**src/rtl/fir_ntap_stream_if.sv**
```systemverilog
// Stream, coefficient-write and status signals of the N-tap FIR, grouped for port binding.
// The master side drives samples and coefficients; the slave side is the filter.
interface fir_ntap_stream_if #(
    parameter int NTAPS = 4,
    parameter int DW    = 8,
    parameter int CW    = 8,
    parameter int OW    = 16
);
    logic                       in_valid;
    logic signed [DW-1:0]       x_in;
    logic                       flush;
    logic                       coef_we;
    logic [$clog2(NTAPS)-1:0]   coef_addr;
    logic signed [CW-1:0]       coef_data;
    logic signed [OW-1:0]       y_out;
    logic                       out_valid;
    logic                       sat_flag;
    logic                       primed;

    modport master (
        output in_valid, x_in, flush, coef_we, coef_addr, coef_data,
        input  y_out, out_valid, sat_flag, primed
    );

    modport slave (
        input  in_valid, x_in, flush, coef_we, coef_addr, coef_data,
        output y_out, out_valid, sat_flag, primed
    );
endinterface

```
**src/rtl/fir_ntap_stream.sv**
```systemverilog
// Direct-form N-tap FIR on a valid-qualified stream with a runtime-writable
// coefficient bank, saturating output, synchronous flush and a primed indicator.
module fir_ntap_stream #(
    parameter int NTAPS = 4,
    parameter int DW    = 8,
    parameter int CW    = 8,
    parameter int OW    = 16
) (
    input  logic              clk,
    input  logic              rst,
    fir_ntap_stream_if.slave  io_bus
);
    localparam int AW     = DW + CW + $clog2(NTAPS);
    localparam int PW     = DW + CW;
    localparam int ADDR_W = $clog2(NTAPS);
    localparam int CNT_W  = $clog2(NTAPS + 1);

    localparam logic signed [AW-1:0] SAT_MAX = {{(AW-OW+1){1'b0}}, {(OW-1){1'b1}}};
    localparam logic signed [AW-1:0] SAT_MIN = {{(AW-OW+1){1'b1}}, {(OW-1){1'b0}}};

    // Full-precision signed product, sign-extended to the accumulator width.
    function automatic logic signed [AW-1:0] mul_ext(input logic signed [DW-1:0] x,
                                                     input logic signed [CW-1:0] h);
        logic [PW-1:0] p;
        p = {{CW{x[DW-1]}}, x} * {{DW{h[CW-1]}}, h};
        return {{(AW-PW){p[PW-1]}}, p};
    endfunction

    // Returns {clipped, value}.
    function automatic logic [OW:0] saturate(input logic signed [AW-1:0] s);
        if (s > SAT_MAX)
            return {1'b1, SAT_MAX[OW-1:0]};
        else if (s < SAT_MIN)
            return {1'b1, SAT_MIN[OW-1:0]};
        else
            return {1'b0, s[OW-1:0]};
    endfunction

    logic signed [DW-1:0] r_tap [NTAPS-1];
    logic signed [CW-1:0] r_h   [NTAPS];
    logic signed [OW-1:0] r_y_p0;
    logic                 r_vld_p0;
    logic                 r_sat_p0;
    logic [CNT_W-1:0]     r_cnt;

    logic signed [AW-1:0] w_sum;
    logic [OW:0]          w_sat;
    logic                 w_coef_wr;

    assign w_coef_wr = io_bus.coef_we &&
                       ({1'b0, io_bus.coef_addr} < (ADDR_W+1)'(NTAPS));

    // x_in is x[n]; r_tap[k-1] holds x[n-k] before this edge's shift.
    always_comb begin
        w_sum = mul_ext(io_bus.x_in, r_h[0]);
        for (int k = 1; k < NTAPS; k++)
            w_sum = w_sum + mul_ext(r_tap[k-1], r_h[k]);
    end

    assign w_sat = saturate(w_sum);

    always_ff @(posedge clk or posedge rst) begin
        if (rst) begin
            for (int k = 0; k < NTAPS; k++)
                r_h[k] <= '0;
        end else if (w_coef_wr) begin
            r_h[io_bus.coef_addr] <= io_bus.coef_data;
        end
    end

    // Stage p0: delay line shift and registered, saturated output.
    always_ff @(posedge clk or posedge rst) begin
        if (rst) begin
            for (int k = 0; k < NTAPS-1; k++)
                r_tap[k] <= '0;
            r_y_p0   <= '0;
            r_vld_p0 <= 1'b0;
            r_sat_p0 <= 1'b0;
            r_cnt    <= '0;
        end else if (io_bus.flush) begin
            for (int k = 0; k < NTAPS-1; k++)
                r_tap[k] <= '0;
            r_y_p0   <= '0;
            r_vld_p0 <= 1'b0;
            r_sat_p0 <= 1'b0;
            r_cnt    <= '0;
        end else if (io_bus.in_valid) begin
            r_tap[0] <= io_bus.x_in;
            for (int k = 1; k < NTAPS-1; k++)
                r_tap[k] <= r_tap[k-1];
            r_y_p0   <= w_sat[OW-1:0];
            r_sat_p0 <= w_sat[OW];
            r_vld_p0 <= 1'b1;
            if (r_cnt != CNT_W'(NTAPS))
                r_cnt <= r_cnt + CNT_W'(1);
        end else begin
            r_vld_p0 <= 1'b0;
        end
    end

    assign io_bus.y_out     = r_y_p0;
    assign io_bus.out_valid = r_vld_p0;
    assign io_bus.sat_flag  = r_sat_p0;
    assign io_bus.primed    = (r_cnt == CNT_W'(NTAPS));
endmodule

```
**src/flat_wrapper.sv**
```systemverilog
// flat-port wrapper written by rule: the top's interface ports become plain ports
module fir_ntap_stream_flat 
#(
    parameter int NTAPS = 4,
    parameter int DW    = 8,
    parameter int CW    = 8,
    parameter int OW    = 16
)
  (clk, rst, io_bus_in_valid, io_bus_x_in, io_bus_flush, io_bus_coef_we, io_bus_coef_addr, io_bus_coef_data, io_bus_y_out, io_bus_out_valid, io_bus_sat_flag, io_bus_primed);
  fir_ntap_stream_if #(.NTAPS(NTAPS), .DW(DW), .CW(CW), .OW(OW)) io_bus_i ();
  input  logic clk;
  input  logic rst;
  input wire logic [$bits(io_bus_i.in_valid)-1:0] io_bus_in_valid;
  input wire logic [$bits(io_bus_i.x_in)-1:0] io_bus_x_in;
  input wire logic [$bits(io_bus_i.flush)-1:0] io_bus_flush;
  input wire logic [$bits(io_bus_i.coef_we)-1:0] io_bus_coef_we;
  input wire logic [$bits(io_bus_i.coef_addr)-1:0] io_bus_coef_addr;
  input wire logic [$bits(io_bus_i.coef_data)-1:0] io_bus_coef_data;
  output wire logic [$bits(io_bus_i.y_out)-1:0] io_bus_y_out;
  output wire logic [$bits(io_bus_i.out_valid)-1:0] io_bus_out_valid;
  output wire logic [$bits(io_bus_i.sat_flag)-1:0] io_bus_sat_flag;
  output wire logic [$bits(io_bus_i.primed)-1:0] io_bus_primed;
  assign io_bus_i.in_valid = io_bus_in_valid;
  assign io_bus_i.x_in = io_bus_x_in;
  assign io_bus_i.flush = io_bus_flush;
  assign io_bus_i.coef_we = io_bus_coef_we;
  assign io_bus_i.coef_addr = io_bus_coef_addr;
  assign io_bus_i.coef_data = io_bus_coef_data;
  assign io_bus_y_out = io_bus_i.y_out;
  assign io_bus_out_valid = io_bus_i.out_valid;
  assign io_bus_sat_flag = io_bus_i.sat_flag;
  assign io_bus_primed = io_bus_i.primed;
  fir_ntap_stream #(.NTAPS(NTAPS), .DW(DW), .CW(CW), .OW(OW)) u_core (.clk(clk), .rst(rst), .io_bus(io_bus_i));
endmodule
```
**config.mk**
```make
export PLATFORM = sky130hd
export DESIGN_NAME = fir_ntap_stream_flat
export DESIGN_NICKNAME = d
export VERILOG_FILES = /design/src/rtl/fir_ntap_stream_if.sv /design/src/rtl/fir_ntap_stream.sv /design/src/flat_wrapper.sv
export SDC_FILE = /design/constraint.sdc
export NUM_CORES = 1
export LEC_CHECK = 0
export BUFFER_PORTS_ARGS = -buffer_cell sky130_fd_sc_hd__buf_4
export CAP_MARGIN = 20
export CORE_ASPECT_RATIO = 0.5
export CORE_MARGIN = 3
export CORE_UTILIZATION = 45
export DETAILED_ROUTE_END_ITERATION = 8
export GPL_TIMING_DRIVEN = 0
export PLACE_DENSITY_LB_ADDON = 0.15
export SYNTH_ARGS = -nofsm -noshare
export SYNTH_HDL_FRONTEND = slang
export SYNTH_SLANG_ARGS = --single-unit
```
**constraint.sdc**
```tcl
create_clock -name clk -period 22.4 [get_ports clk]
set_clock_uncertainty 0.05 [all_clocks]
set_input_delay 0 -clock clk [delete_from_list [all_inputs] [get_ports clk]]
set_output_delay 0 -clock clk [all_outputs]
set_load 0.05 [all_outputs]
```
==> PnR_summary.wiki <==
{| class="wikitable"
! Metric !! Value
|-
| Slew of the pin with the lowest slew margin || 1.06 ns
|-
| Post-CTS setup buffer count || 0
|-
| Full die area || 0.0338 mm²
|-
| Latest clock arrival within the worst-skew pair || 0.36 ns
|-
| Peak fanout along the critical path || 10
|-
| Number of enable flip-flop cells after synthesis || 0
|-
| Average size of a mapped cell || 10.3 µm²
|-
| Path type of the worst setup path || flop to flop
|-
| Starting utilization of the core area || 46.2%
|-
| Vias in the first global route || 9,997
|-
| Routed WL per cell || 18.2 µm
|-
| Number of nets with antenna violations after detailed routing || 0
|-
| Drt drc || 0
|-
| Cells resized by post-CTS repair || 0
|-
| TritonCTS Buffers || 9
|-
| Setup repair after global routing missed its margin || false
|-
| Part of the Yosys area used for sequential elements || 13.6%
|-
| Mean number of vias per cell || 4.92
|-
| Antenna violations before repair || 0
|-
| Antenna Diode Count || 0
|-
| Most frequently used flop master after synthesis || sky130_fd_sc_hd__dfrtp_1
|-
| Longest Clk Path Bufs || 2
|-
| Crit. End Element || flop
|-
| Count of pins over their slew limit || 0
|-
| Area fraction of the dominant cell type after synthesis || 44.9%
|-
| Area growth syn-to-layout || 9.06%
|-
| Setup TNS || 0 ns
|-
| Total standard cell area after synthesis || 0.0142 mm²
|-
| Number of flip-flops and latches in the synthesized netlist || 77
|-
| Core Footprint || 0.0306 mm²
|-
| Total gr overflow || 0
|-
| Setup Viol. Count Final || 0
|-
| FFs w/ async S/R, synth || 100%
|-
| Number of violations reported at the end of detailed-routing iteration 0 || 487
|-
| Clock root buffer master || sky130_fd_sc_hd__clkbuf_16
|-
| Share of the clock period used by the worst path after layout || 38.4%
|-
| Die extent in y || 131 µm
|-
| Main area contributors after synthesis || sky130_fd_sc_hd__fa_1 45%, sky130_fd_sc_hd__dfrtp_1 14%, sky130_fd_sc_hd__inv_1 9.9%
|-
| WP data arrival || 8.85 ns
|-
| Top post-synthesis cells by count || 375 x sky130_fd_sc_hd__inv_1, 318 x sky130_fd_sc_hd__fa_1, 145 x sky130_fd_sc_hd__and2_1, 99 x sky130_fd_sc_hd__ha_1, 88 x sky130_fd_sc_hd__nand2_1
|-
| Min cycle time layout || 8.61 ns
|-
| Overall global routing resource usage || 21.8%
|-
| Fraction of final layout cells sized beyond drive strength 1 || 6.55%
|-
| Count of nets after finishing || 1,887
|-
| CTS tree || yes
|-
| DRT Wirelength || 34,100 µm
|-
| Clock-pin slew reported for the worst setup and hold paths after clock tree synthesis || 0.06 ns
|-
| CP startpoint kind || flop
|-
| First-pass GRT wire length || 56,200 µm
|-
| Library cell occupying the most area in the post-synthesis netlist || sky130_fd_sc_hd__fa_1
|-
| Post-placement cell count || 1,843
|-
| Placed wire-length estimate || 29,400 µm
|-
| Number of maximum-capacitance violations || 0
|-
| First-pass iteration count of the detailed router || 5
|-
| Crit path required time || 22.64 ns
|-
| Cts hold-fix bufs || 16
|-
| Top-count cell post-synth || sky130_fd_sc_hd__inv_1
|-
| Slew HR || 29.1%
|-
| Maximum operating frequency || 0.116 GHz
|-
| Final Hold Fails || 0
|-
| FP Rows || 45
|-
| Warning count from the yosys run || 0
|-
| Chip width || 257 µm
|-
| Non-Filler Instances || 1,873
|-
| Final weighted congestion of routability-driven global placement || 0.908
|-
| IO Count || 42
|-
| Count of input and output buffers || 39
|-
| Run status || complete, no violations
|-
| CTS Sinks || 77
|-
| Largest net degree at the start of global routing || 66
|-
| H-tree levels || 3
|-
| Total vias in the final route || 9,223
|-
| Syn Inst Count || 1,380
|-
| Synth cell types || 47
|-
| Hold Path Class || input port to flop
|-
| Syn Nets || 1,820
|}
==> cells by family (layout without fill, tap and decap cells) <==
logic type                 count (synthesis)  in the layout  synth area share [%]
and+or+nand+nor                          334            334                  12.7
DFF                                       77             77                  13.6
adders and majority gates                417            417                  53.7
xor gates and xnor gates                  30             30                  2.01
buffers and inverters                    415            485                  11.1
muxes                                     56             56                  4.23
AOI/OAI and AO/OA                         51             51                  2.72
==> sequential cells by signal, summed over array words and instances (netlist names) <==
signal                   flops
u_core.r_tap                24
u_core.io_bus.y_out         16
u_core.r_cnt                 3
u_core.r_h                  32
u_core.io_bus.sat_flag       1
u_core.io_bus.out_valid      1
==> metal layers <==
| metal | global-route usage [%] | vias to the layer above | share of wire [%] |
|---|---|---|---|
| met3 | 4.18 | 24 | 5.4 |
| met5 | 0 | - | 0 |
| li1 | - | 4161 | - |
| met1 | 31.5 | 4825 | 46 |
| met2 | 34.3 | 213 | 47 |
| met4 | 4.53 | 0 | 1.7 |
==> final timing paths <==
check	from	end	slack, ns	cells past startpoint
max in group asynchronous	rst	u_core.r_h[27]	21.62	4
min reg2reg	u_core.io_bus.y_out[4]	u_core.io_bus.y_out[4]	0.46	1
min in group asynchronous	rst	u_core.io_bus.y_out[5]	0.07	3
min	io_bus_flush	u_core.io_bus.out_valid	0.01	3
max	u_core.r_tap[15]	u_core.io_bus.y_out[13]	13.79	23
max reg2reg	u_core.r_tap[15]	u_core.io_bus.y_out[13]	13.79	23
==> layout make-up <==
| cell class | count | area (µm²) |
|---|---|---|
| Clock inverter | 4 | 26.3 |
| Tap cell | 423 | 529 |
| Multi-Input combinational cell | 888 | 10700 |
| Fill cell | 2882 | 15200 |
| Timing Repair Buffer | 56 | 480 |
| Buffer | 40 | 159 |
| Clock buffer | 10 | 239 |
| Sequential cell | 77 | 1930 |
| Inverter | 375 | 1410 |
==> placed cells by master (no fill, tap or decap), types with 3 or more instances in the layout <==
cell type                       instances
sky130_fd_sc_hd__a21o_1                 7
sky130_fd_sc_hd__a21oi_1                9
sky130_fd_sc_hd__a221o_1               12
sky130_fd_sc_hd__a22o_1                 5
sky130_fd_sc_hd__and2_1               145
sky130_fd_sc_hd__buf_1                  3
sky130_fd_sc_hd__buf_4                 39
sky130_fd_sc_hd__clkbuf_1              35
sky130_fd_sc_hd__clkbuf_16              9
sky130_fd_sc_hd__dfrtp_1               77
sky130_fd_sc_hd__dlygate4sd3_1         16
sky130_fd_sc_hd__fa_1                 318
sky130_fd_sc_hd__ha_1                  99
sky130_fd_sc_hd__inv_1                374
sky130_fd_sc_hd__mux2_2                31
sky130_fd_sc_hd__mux2i_1               25
sky130_fd_sc_hd__nand2_1               88
sky130_fd_sc_hd__nand2b_1              15
sky130_fd_sc_hd__nand3_1                5
sky130_fd_sc_hd__nor2_1                43
sky130_fd_sc_hd__nor2b_1               10
sky130_fd_sc_hd__nor3_1                 3
sky130_fd_sc_hd__nor3b_1                3
sky130_fd_sc_hd__o21ai_0                7
sky130_fd_sc_hd__or2_1                  4
sky130_fd_sc_hd__xnor2_1               21
sky130_fd_sc_hd__xor2_1                 7
==> worst max-delay path: stages (launching register included) <==
cell and delay [ns]:
sky130_fd_sc_hd__dfrtp_1 0.32, sky130_fd_sc_hd__clkbuf_1 0.47, sky130_fd_sc_hd__nand2_1 0.29, sky130_fd_sc_hd__fa_1 0.69, sky130_fd_sc_hd__inv_1 0.18, sky130_fd_sc_hd__fa_1 0.66, sky130_fd_sc_hd__inv_1 0.07, sky130_fd_sc_hd__fa_1 0.46
sky130_fd_sc_hd__fa_1 0.59, sky130_fd_sc_hd__fa_1 0.43, sky130_fd_sc_hd__fa_1 0.47, sky130_fd_sc_hd__fa_1 0.50, sky130_fd_sc_hd__inv_1 0.05, sky130_fd_sc_hd__fa_1 0.65, sky130_fd_sc_hd__ha_1 0.33, sky130_fd_sc_hd__and3_1 0.20
sky130_fd_sc_hd__a221o_1 0.36, sky130_fd_sc_hd__or4_1 0.51, sky130_fd_sc_hd__o211ai_2 0.11, sky130_fd_sc_hd__xnor2_2 0.19, sky130_fd_sc_hd__nor4b_4 0.49, sky130_fd_sc_hd__and2_1 0.20, sky130_fd_sc_hd__buf_6 0.14, sky130_fd_sc_hd__a221o_1 0.12
==> through the flow <==
step / setup slack [ns] / hold WS, ns / cell area [µm²] / util [%]
after floorplan: 14.96 / 0.0668 / 14200 / -
after global placement: 13.93 / 0.240 / 15000 / 48.9
after detailed placement: 13.78 / -0.114 / 15000 / 49.0
after CTS: 13.75 / 0.0115 / 15400 / 50.4
after global routing: 13.42 / 0.0483 / 15400 / 50.4
final: 13.79 / 0.0109 / 15400 / 50.4
Power is left out: the tool's default activity adds up to more than one toggle a clock period on the data nets, which glitch-free logic cannot reach.
